File: src/rtl/ram_fill_responder.sv
`default_nettype none
// ============================================================================
// Module   : ram_fill_responder
// Purpose  : Slow-RAM responder for cache line fills: queued requests are
//            serviced in order with fixed wait states, then returned.
// Revision : 1.0 - initial release
// ============================================================================
module ram_fill_responder #(
    parameter int ADDR_W     = 5,
    parameter int DATA_W     = 8,
    parameter int LATENCY    = 3,
    parameter int FIFO_DEPTH = 2
) (
    input  logic              clock,
    input  logic              reset,
    input  logic              req_valid,
    output logic              req_ready,
    input  logic              req_write,
    input  logic [ADDR_W-1:0] req_addr,
    input  logic [DATA_W-1:0] req_wdata,
    output logic              resp_valid,
    input  logic              resp_ready,
    output logic              resp_write,
    output logic [ADDR_W-1:0] resp_addr,
    output logic [DATA_W-1:0] resp_data,
    output logic              busy
);

    localparam int c_PTR_W     = (FIFO_DEPTH > 1) ? $clog2(FIFO_DEPTH) : 1;
    localparam int c_CNT_W     = $clog2(FIFO_DEPTH + 1);
    localparam int c_MEM_WORDS = 1 << ADDR_W;

    localparam logic [3:0]         c_WAIT_LOAD = 4'(LATENCY - 1);
    localparam logic [c_PTR_W-1:0] c_PTR_LAST  = c_PTR_W'(FIFO_DEPTH - 1);
    localparam logic [c_CNT_W-1:0] c_CNT_FULL  = c_CNT_W'(FIFO_DEPTH);
    localparam logic [c_CNT_W-1:0] c_CNT_ONE   = c_CNT_W'(1);

    typedef enum logic [1:0] {
        ST_IDLE = 2'd0,
        ST_WAIT = 2'd1,
        ST_RESP = 2'd2
    } state_t;

    // Request queue
    logic              r_fifo_write [FIFO_DEPTH];
    logic [ADDR_W-1:0] r_fifo_addr  [FIFO_DEPTH];
    logic [DATA_W-1:0] r_fifo_data  [FIFO_DEPTH];
    logic [c_PTR_W-1:0] r_wptr;
    logic [c_PTR_W-1:0] r_rptr;
    logic [c_CNT_W-1:0] r_count;

    // Service engine
    state_t            r_state;
    logic [3:0]        r_wcnt;
    logic              r_work_write;
    logic [ADDR_W-1:0] r_work_addr;
    logic [DATA_W-1:0] r_work_data;
    logic              r_resp_valid;
    logic              r_resp_write;
    logic [ADDR_W-1:0] r_resp_addr;
    logic [DATA_W-1:0] r_resp_data;
    logic [DATA_W-1:0] r_mem [c_MEM_WORDS];

    logic               w_push;
    logic               w_pop;
    logic [c_PTR_W-1:0] w_wptr_next;
    logic [c_PTR_W-1:0] w_rptr_next;

    // Ready depends only on the registered count; a pop never frees a slot early.
    assign req_ready   = (r_count < c_CNT_FULL);
    assign w_push      = req_valid && req_ready;
    assign w_pop       = (r_state == ST_IDLE) && (r_count != '0);
    assign w_wptr_next = (r_wptr == c_PTR_LAST) ? '0 : r_wptr + 1'b1;
    assign w_rptr_next = (r_rptr == c_PTR_LAST) ? '0 : r_rptr + 1'b1;

    assign resp_valid = r_resp_valid;
    assign resp_write = r_resp_write;
    assign resp_addr  = r_resp_addr;
    assign resp_data  = r_resp_data;
    assign busy       = (r_count != '0) || (r_state != ST_IDLE);

    always_ff @(posedge clock) begin
        if (w_push) begin
            r_fifo_write[r_wptr] <= req_write;
            r_fifo_addr[r_wptr]  <= req_addr;
            r_fifo_data[r_wptr]  <= req_wdata;
        end
    end

    always_ff @(posedge clock or negedge reset) begin
        if (!reset) begin
            r_wptr  <= '0;
            r_rptr  <= '0;
            r_count <= '0;
        end else begin
            if (w_push) begin
                r_wptr <= w_wptr_next;
            end
            if (w_pop) begin
                r_rptr <= w_rptr_next;
            end
            case ({w_push, w_pop})
                2'b10:   r_count <= r_count + c_CNT_ONE;
                2'b01:   r_count <= r_count - c_CNT_ONE;
                default: r_count <= r_count;
            endcase
        end
    end

    always_ff @(posedge clock or negedge reset) begin
        if (!reset) begin
            r_state      <= ST_IDLE;
            r_wcnt       <= '0;
            r_work_write <= 1'b0;
            r_work_addr  <= '0;
            r_work_data  <= '0;
            r_resp_valid <= 1'b0;
            r_resp_write <= 1'b0;
            r_resp_addr  <= '0;
            r_resp_data  <= '0;
            for (int i = 0; i < c_MEM_WORDS; i++) begin
                r_mem[i] <= '0;
            end
        end else begin
            case (r_state)
                ST_IDLE: begin
                    if (w_pop) begin
                        r_work_write <= r_fifo_write[r_rptr];
                        r_work_addr  <= r_fifo_addr[r_rptr];
                        r_work_data  <= r_fifo_data[r_rptr];
                        r_wcnt       <= c_WAIT_LOAD;
                        r_state      <= ST_WAIT;
                    end
                end
                ST_WAIT: begin
                    if (r_wcnt != 4'd0) begin
                        r_wcnt <= r_wcnt - 4'd1;
                    end else begin
                        // Response fields are only loaded here, so they hold through RESP.
                        if (r_work_write) begin
                            r_mem[r_work_addr] <= r_work_data;
                            r_resp_data        <= r_work_data;
                        end else begin
                            r_resp_data <= r_mem[r_work_addr];
                        end
                        r_resp_write <= r_work_write;
                        r_resp_addr  <= r_work_addr;
                        r_resp_valid <= 1'b1;
                        r_state      <= ST_RESP;
                    end
                end
                ST_RESP: begin
                    if (resp_ready) begin
                        r_resp_valid <= 1'b0;
                        r_state      <= ST_IDLE;
                    end
                end
                default: begin
                    r_resp_valid <= 1'b0;
                    r_state      <= ST_IDLE;
                end
            endcase
        end
    end

endmodule
`default_nettype wire

File: config.mk
export PLATFORM = sky130hd
export DESIGN_NAME = ram_fill_responder
export DESIGN_NICKNAME = d
export VERILOG_FILES = /design/src/rtl/ram_fill_responder.sv
export SDC_FILE = /design/constraint.sdc
export NUM_CORES = 1
export LEC_CHECK = 0
export CORE_MARGIN = 2
export CORE_UTILIZATION = 60
export CTS_CLUSTER_DIAMETER = 40
export CTS_CLUSTER_SIZE = 30
export DETAILED_ROUTE_END_ITERATION = 7
export GPL_ROUTABILITY_DRIVEN = 1
export PLACE_DENSITY_LB_ADDON = 0.08
export SLEW_MARGIN = 10
export SYNTH_ARGS = -nofsm -noshare
export SYNTH_HDL_FRONTEND = slang
export SYNTH_SLANG_ARGS = --single-unit
File: constraint.sdc
create_clock -name clock -period 5.3 [get_ports clock]
set_input_delay 1.325 -clock clock [delete_from_list [all_inputs] [get_ports clock]]
set_output_delay 1.325 -clock clock [all_outputs]
set_load 0.02 [all_outputs]
======== Word level (Yosys, flattened, before mapping) ========
Memory sizes are Yosys's and may differ from the RTL's. A register that Yosys moved wholly into a read port is not among the register bits.
Cells that the tools add are included.
word-level totals
  register bits ........................... 281
  bits in writable memories ............... 28
  input port bits ......................... 18
  logic and storage cells ................. 104
  memories ................................ 3
operators by class
  add/subtract/negate cells ............... 5
  $lt $le $gt $ge ......................... 3
  equality and inequality tests ........... 8
  multiplexer cells ....................... 22
  bitwise operators ....................... 3
  reductions and logical operators ........ 19
memories
  name          words  bits a word  rd ports  clocked after memory_dff  write ports  line  RTL
  r_fifo_data   2      8            1         1                         1            47    logic [DATA_W-1:0] r_fifo_data [FIFO_DEPTH];
  r_fifo_addr   2      5            1         1                         1            46    logic [ADDR_W-1:0] r_fifo_addr [FIFO_DEPTH];
  r_fifo_write  2      1            1         1                         1            45    logic r_fifo_write [FIFO_DEPTH];
operators by type and width
  kind                                                                           count
  256-bit bitwise mux                                                            1
  8-bit binary-select mux with 5-bit select                                      1
  8-bit demux with 5-bit select                                                  1
  8-bit 2-to-1 mux                                                               4
  3-bit AND reduction                                                            4
  4-bit 2-to-1 mux                                                               2
  2-bit != test (second input constant)                                          4
  4-bit one-hot mux with 2 select lines                                          1
  2-bit nonzero test                                                             4
  6-bit greater-or-equal comparator (second input constant)                      1
  6-bit by 1-bit less-than comparator with 1-bit output (second input constant)  1
  1-bit 2-to-1 mux                                                               6
  2-bit 2-to-1 mux                                                               3
  5-bit inverter with 6-bit output                                               1
  2-bit one-hot mux with 3 select lines                                          1
  2-bit by 1-bit equality test with 1-bit output (second input constant)         2
  2-bit equality test (second input constant)                                    2
  2-bit one-hot mux with 2 select lines                                          1
  2-bit AND reduction                                                            2
  4-bit nonzero test                                                             1
  4-bit by 1-bit subtractor with 4-bit output (second input constant)            1
  1-bit logical AND                                                              3
  1-bit logical NOT                                                              3
  1-bit one-hot mux with 3 select lines                                          1
  7 further kinds                                                                9

======== Depth between registers and ports, before layout ========
  word-level depth ........................ 6
  gate-level depth with buffers ........... 8

======== Least setup slack after synthesis ========
No wires, ideal clock.
  path type ............................... in2reg
  start ................................... in req_valid
  end ..................................... mem r_fifo_addr[0][0] (enable)
  arrival ................................. 2047 ps
  required time ........................... 4916 ps
  path slack .............................. 2868 ps
  cell stages on the path ................. 2
  buffers on the path ..................... 0
  path through ............................ nand2_1 -> nor2_1
on the way
  word-level cells in the longest chain between the ends .. 3
ends and longest elaborated chain
  element                                 line  RTL
  start: declaration                      16    input logic req_valid,
  1-bit logical AND                       71    assign w_push = req_valid && req_ready;
  1-bit 2-to-1 mux                        83    if (w_push) begin
  1-bit 2-to-1 mux (not written as such)  85    r_fifo_addr[r_wptr] <= req_addr;
  end: declaration                        46
Every way passes these cells.

======== Final worst setup path ========
  start ................................... reg r_count[0]
  end ..................................... out busy
on the way
  word-level cells in the longest chain between the ends .. 2
ends and longest elaborated chain
  element                   line  RTL
  start: declaration        50    logic [c_CNT_W-1:0] r_count;
  start signal: assignment  103   2'b10: r_count <= r_count + c_CNT_ONE;
  start signal: assignment  104   2'b01: r_count <= r_count - c_CNT_ONE;
  start signal: assignment  105   default: r_count <= r_count;
  2-bit nonzero test        80    assign busy = (r_count != '0) || (r_state != ST_IDLE);
  1-bit logical OR          80
  end: declaration          26    output logic busy
Every way passes these cells.

==> metrics.md <==
| Metric | Value |
|---|---|
| Final WL | `32.5 mm` |
| Comb power frac | `0.287` |
| IO buf count | `34` |
| Critical Path Start Type | `flip-flop` |
| Worst-path fanout max | `3` |
| Minimum setup slack among reg-to-reg paths | `2300 ps` |
| Setup TNS | `0 ps` |
| Crit path arrival time | `1730 ps` |
| FF+latch count, synth | `323` |
| Final Hold Vio Count | `0` |
| Row count | `57` |
| Clk Tree Root Cell | `clkbuf_16` |
| Cell with the most instances after synthesis | `dfrtp_1` |
| First-pass GRT wire length | `52.0 mm` |
| Share of layout cells above drive strength 1 | `0.398` |
| Sw Share | `0.343` |
| IO Pins | `35` |
| Synth cell types | `54` |
| Largest net degree at the start of global routing | `114` |
| Flop pwr share | `0.422` |
| Post-Synthesis Cell Area | `14600 µm²` |
| Max Clock Skew | `18.8 ps` |
| Synth warn | `0` |
| Area contributors post-synth | `dfrtp_1 (51%), mux2_2 (19%), edfxtp_1 (5.8%)` |
| Worst IR Drop VDD | `0.477 mV` |
| Synth top cells by count | `dfrtp_1 (295), mux2_2 (252), mux2i_1 (69)` |
| Via-per-instance ratio | `6.12` |
| GRT Total Usage | `0.263` |
| TritonCTS clock tree | `built` |
| First DRT Iteration DRCs | `744` |
| Compound-Gate Fraction of Synth Area | `0.0328` |
| Simple-gate share of the synthesized area | `0.0726` |
| Routed WL per cell | `23.5 µm` |
| Pwr Density | `561 nW/µm²` |
| Syn Nets | `1026` |
| # DRC | `0` |
| Routability cong. | `0.802` |
| CP required | `3970 ps` |
| Final period util | `0.577` |
| Pre-antenna DRT Iters | `5` |
| Max Slew Vio Count | `0` |
| Max Freq | `327 MHz` |
| # diodes | `0` |
| Largest area contributor in the netlist | `dfrtp_1` |
| Cell internal pwr | `6090 µW` |
| Die height | `160 µm` |
| Die area | `25600 µm²` |
| Gr ovfl total | `0` |
| Top-area cell type share of the netlist area | `0.506` |
| EDFF count, synth | `28` |
| Hold buffers post-CTS | `0` |
| Clk sinks | `323` |
| Vias in the first global route | `8960` |
| Worst Tran Pin Value | `1200 ps` |
| Core area | `24100 µm²` |
| Final instance area | `16500 µm²` |
| Num CTS Buffers | `39` |
| Status | `finished clean` |
| Post-CTS Resized | `0` |
| Async SR Flop Fraction | `0.913` |
| Final min period | `3060 ps` |
| Initial antenna violation count | `1` |
| Clock-pin slew on the worst setup and hold paths | `60 ps` |
| Crit. End Element | `output port` |
| Hold crit path type | `flip-flop to flip-flop` |
| Crit Path Category | `flip-flop to output port` |
| Max H-tree Level | `2` |
| Top_reg_cell synth | `dfrtp_1` |
| Multiplexer share of the synthesized area | `0.302` |
| Synth-to-Final Area Change | `13.4%` |
| Leakage power | `0.00782 µW` |
| Unrepaired setup endpoints after global routing | `false` |
| DRT antenna net count | `0` |
| Setup Fix Bufs, Post-CTS | `0` |
| Switch Pwr | `3180 µW` |
| Area after DPL | `15200 µm²` |
| Rel. slew slack | `0.199` |
| Count of final setup violators | `0` |
| Worst skew pair latency | `530 ps` |
| Final net count | `1051` |
| Largest family of logic cells by synthesized area | `multiplexers` |
| Synth Area per Inst | `14.5 µm²` |
| HPWL Detailed | `20.2 mm` |
| Clock share of power | `0.292` |
| Max-cap violations | `0` |
| Register area share after synthesis | `0.564` |
| Adder-cell share of the synthesized area | `0.00257` |
| Max clock buf depth | `3` |
| Gate Count Post-Synth | `1005` |
| Die Width | `160 µm` |
| Via Count | `8467` |
| XOR/XNOR share of the synthesized area | `0.00420` |
| Initial Util | `0.605` |
==> routing by layer <==
layer  part of all wire  track usage  wire length, µm
met4              0.019       0.0667              614
met5            0.00040            0               13
met1               0.45        0.377            14500
met3              0.048       0.0431             1550
met2               0.49        0.427            15800
==> placed cells by master, fill, tap and decap left out, types with 5 or more instances in the layout <==
cell type / synthesis / final
clkinvlp_4: 0 / 8
clkdlybuf4s50_1: 0 / 33
nor2_1: 32 / 32
mux4_2: 37 / 37
mux2i_1: 69 / 69
inv_1: 6 / 6
nand3b_1: 8 / 8
clkbuf_16: 0 / 41
inv_6: 0 / 6
nand2_1: 44 / 44
clkinv_4: 0 / 8
nor2_4: 8 / 8
nor2_2: 9 / 9
a21oi_1: 20 / 20
buf_4: 4 / 15
edfxtp_1: 28 / 28
nand4_1: 7 / 7
xnor2_1: 5 / 5
o22ai_1: 19 / 19
nor2_8: 8 / 8
mux2_2: 252 / 252
a22oi_1: 6 / 6
o21ai_0: 5 / 5
nand3_1: 11 / 11
o221a_2: 6 / 6
a31oi_1: 7 / 7
dfrtp_1: 295 / 293
==> metrics by stage <==
step           setup WS, ps  instances  hold WS, ps  power (µW)   util
6_report               2240       1384          482        9270  0.686
5_1_grt                2110       1384          502        9710  0.686
4_1_cts                2200       1384          485        9310  0.686
3_5_place_dp           2060       1313          463        6590  0.631
3_3_place_gp           2080       1313          459        6510  0.631
2_1_floorplan          2870       1005          452        5680      -
==> sequential cells by signal, summed over array words and instances, names as in the netlist <==
signal / count
r_count: 2
r_fifo_addr: 10
r_fifo_data: 16
r_fifo_write: 2
r_mem: 256
r_rptr: 1
r_state: 2
r_wcnt: 4
r_work_addr: 5
r_work_data: 8
r_work_write: 1
r_wptr: 1
resp_addr: 5
resp_data: 8
resp_valid: 1
resp_write: 1
==> kinds of logic (layout without fill, tap and decap cells) <==
kind of cell,after synthesis,in the layout
AOI/OAI and AO/OA,72,72
xor gates and xnor gates,7,7
adders and majority gates,3,3
buffers and inverters,73,128
DFF,323,323
muxes,362,362
and+or+nand+nor,165,165
==> cell type report <==
type	instances	area [µm²]
sequential	323	8230
fill	1747	7560
multi-input combinational	609	6050
clock buffer	42	1030
timing repair buffer	51	498
tap	324	405
clock inverter	29	305
inverter	6	22.5
==> power groups by stage <==
stage / Combinational (µW) / Clock, µW / Sequential (µW)
global route: 2870 / 2850 / 4000
finish: 2660 / 2700 / 3910
global placement: 2600 / 0 / 3910
detailed placement: 2660 / 0 / 3940
floorplan: 2060 / 0 / 3620
CTS: 2670 / 2740 / 3890
==> worst paths after layout <==
kind                                             from                  endpoint  cells past startpoint
min in group asynchronous                       reset    r_count[0]$_DFFE_PN0P_                      1
max in group asynchronous                       reset    r_mem[226]$_DFFE_PN0P_                      2
hold / removal               resp_addr[4]$_DFFE_PN0P_  resp_addr[4]$_DFFE_PN0P_                      2
setup / recovery               r_count[0]$_DFFE_PN0P_                      busy                      3
setup reg to reg           r_work_addr[1]$_DFFE_PN0P_  resp_data[7]$_DFFE_PN0P_                      6
hold reg to reg              resp_addr[4]$_DFFE_PN0P_  resp_addr[4]$_DFFE_PN0P_                      2
==> worst max-delay path, cell delays in order (launching register included) <==
cell             delay [ps]
dfrtp_1                 410
nor2_1                  200
nand2_1                  70
clkdlybuf4s50_1         530
(Power assumes the default switching activity.)
==> patch: new RTL, config.mk and constraints unchanged <==
Set the parameter `FIFO_DEPTH` to 4 (it was 2).
--- a/src/rtl/ram_fill_responder.sv
+++ b/src/rtl/ram_fill_responder.sv
@@ -9,7 +9,7 @@
     parameter int ADDR_W     = 5,
     parameter int DATA_W     = 8,
     parameter int LATENCY    = 3,
-    parameter int FIFO_DEPTH = 2
+    parameter int FIFO_DEPTH = 4
 ) (
     input  logic              clock,
     input  logic              reset,
Formal check against the unedited RTL: not equivalent (Yosys sat finds a counterexample within 4 cycles, from zero or initial values and one cycle with reset low).
==> patch against the original RTL <==
- design area rose by 8.0%
- synthesized area is 8.0% higher
- setup slack worse by 0.091 ns
- hold slack better by 0.0054 ns
- synthesized cell count increased by 7.9%
- sequential cell count up 31
- clock skew is 0.0032 ns lower
- power decreased by 1.1%
- wire length rose by 11%
- via count grew 9.8%
- critical path depth grew 4
- non-clock buffer count is 1 higher
- cell count rose by 6.9%
- first-iteration DRC count fell by 2.2%
- largest cell class unchanged
- highest routed layer is now met4
==> patch: results (changes against the original RTL) <==
Setup path
  – Largest fanout of any net on the critical path: 8 (+5)
  – Max stage delay cell, worst path: nor3b_2
  – Origin of the critical flop-to-flop path: r_wcnt[0]
  – Worst endpoint data arrival time: 3.55 ns (+1.82 ns)
  – Reg2reg end: r_mem[204]

Drt
  – Avg WL per Cell: 24.4 µm (+3.7%)
  – Vias per cell: 6.28 (+2.7%)
  – Vias after detailed routing: 9297 (+9.8%)

Logic synthesis
  – Number of enable-type register cells in the synthesized netlist: 56 (+100%)
  – Share of synthesized area occupied by flip-flops and latches: 0.580 (+0.0165)
  – Post-synthesis cell count: 1084 (+7.9%)
  – Ranking of synthesized cells by area: dfrtp_1, mux2_2, edfxtp_1
  – Asr flop ratio synth: 0.842 (-0.0715)
  – Most common library cells after synthesis: dfrtp_1, mux2_2, mux2i_1

Clock tree
  – Clock buffers created by TritonCTS: 44 (+13%)

Global route
  – Via count of the first global-routing pass: 9710 (+8.4%)
  – Antenna violations before repair: 0 (-1)
  – Pin count of the biggest net entering global routing: 107 (-6.1%)
  – First-pass GRT wire length: 58.2 mm (+12%)
  – Tot GR Track Use: 0.273 (+0.00949)

STA
  – Worst-case clock skew: 0.0156 ns (-0.00318 ns)
  – Final hold slack: 0.487 ns (+0.00540 ns)
  – Slew at the pin closest to its max-slew limit: 1.24 ns (+0.0423 ns)

Placement
  – Total placed instance area: 0.0164 mm² (+7.8%)
  – Final weighted congestion of routability-driven global placement: 0.869 (+8.4%)

Final layout
  – Final std cell area, no fill: 0.0179 mm² (+8.0%)
  – Ratio of cells with drive above 1 in the final layout: 0.387 (-0.0112)

Worst hold path
  – Origin of the worst min-delay path: r_work_data[0]

Outcome
  – Status: finished clean

Power and ir drop
  – Leakage: 8.06 nW (+3.2%)
[patch: layer usage]
metal | vias to the layer above | wire length (µm) | track usage
met2 | 254 | 16800 | 0.416
li1 | 4061 | - | -
met1 | 4918 | 16500 | 0.409
met3 | 64 | 1810 | 0.0436
met4 | 0 | 965 | 0.0866
met5 | - | 0 | 0
[patch: logic make-up (layout without fill, tap and decap cells)]
family	count (synthesis)	in the layout	share of synthesized area
AO/OA/AOI/OAI	79	79	0.0322
adder cells (fa/ha/maj)	9	9	0.00762
multiplexers	379	379	0.296
AND/OR/NAND/NOR	172	172	0.0594
XOR/XNOR	5	5	0.00278
flip-flops	354	354	0.580
buffers and inverters	86	147	0.0222
[patch: cell type report]
class	instances	share of cell area
Clock buffer	52	0.0675
Clock inverter	27	0.0144
Inverter	16	0.00336
Multi-Input combinational cell	644	0.351
Sequential cell	354	0.512
Tap cell	335	0.0235
Timing Repair Buffer	52	0.0283
[patch: worst reg2reg max path, delay by kind of cell, from the launching register on]
family | cells | cell delay [ns]
fa+ha+maj | 1 | 0.19
mux | 1 | 0.44
flops | 1 | 0.37
buf+inv | 1 | 0.11
simple gates | 4 | 1.91
[patch: how the worst max path moves through the flow]
stage	start	to	slack [ns]
5_1_grt	r_wcnt[0]	r_mem[11]	1.97
4_1_cts	r_wcnt[0]	r_mem[205]	2.19
2_1_floorplan	req_valid	r_count[2]	2.72
3_3_place_gp	req_valid	r_count[1]	2.16
6_report	r_wcnt[0]	r_mem[204]	2.15
3_5_place_dp	req_valid	r_count[1]	2.08
[patch: power by group]
| group | leakage (nW) | total [mW] | switching [mW] | internal, mW |
|---|---|---|---|---|
| combinational | 2.76 | 2.30 | 1.24 | 1.06 |
| sequential | 4.59 | 3.91 | 0.639 | 3.27 |
| clock | 0.718 | 2.96 | 1.17 | 1.79 |
| total | 8.06 | 9.17 | 3.05 | 6.12 |
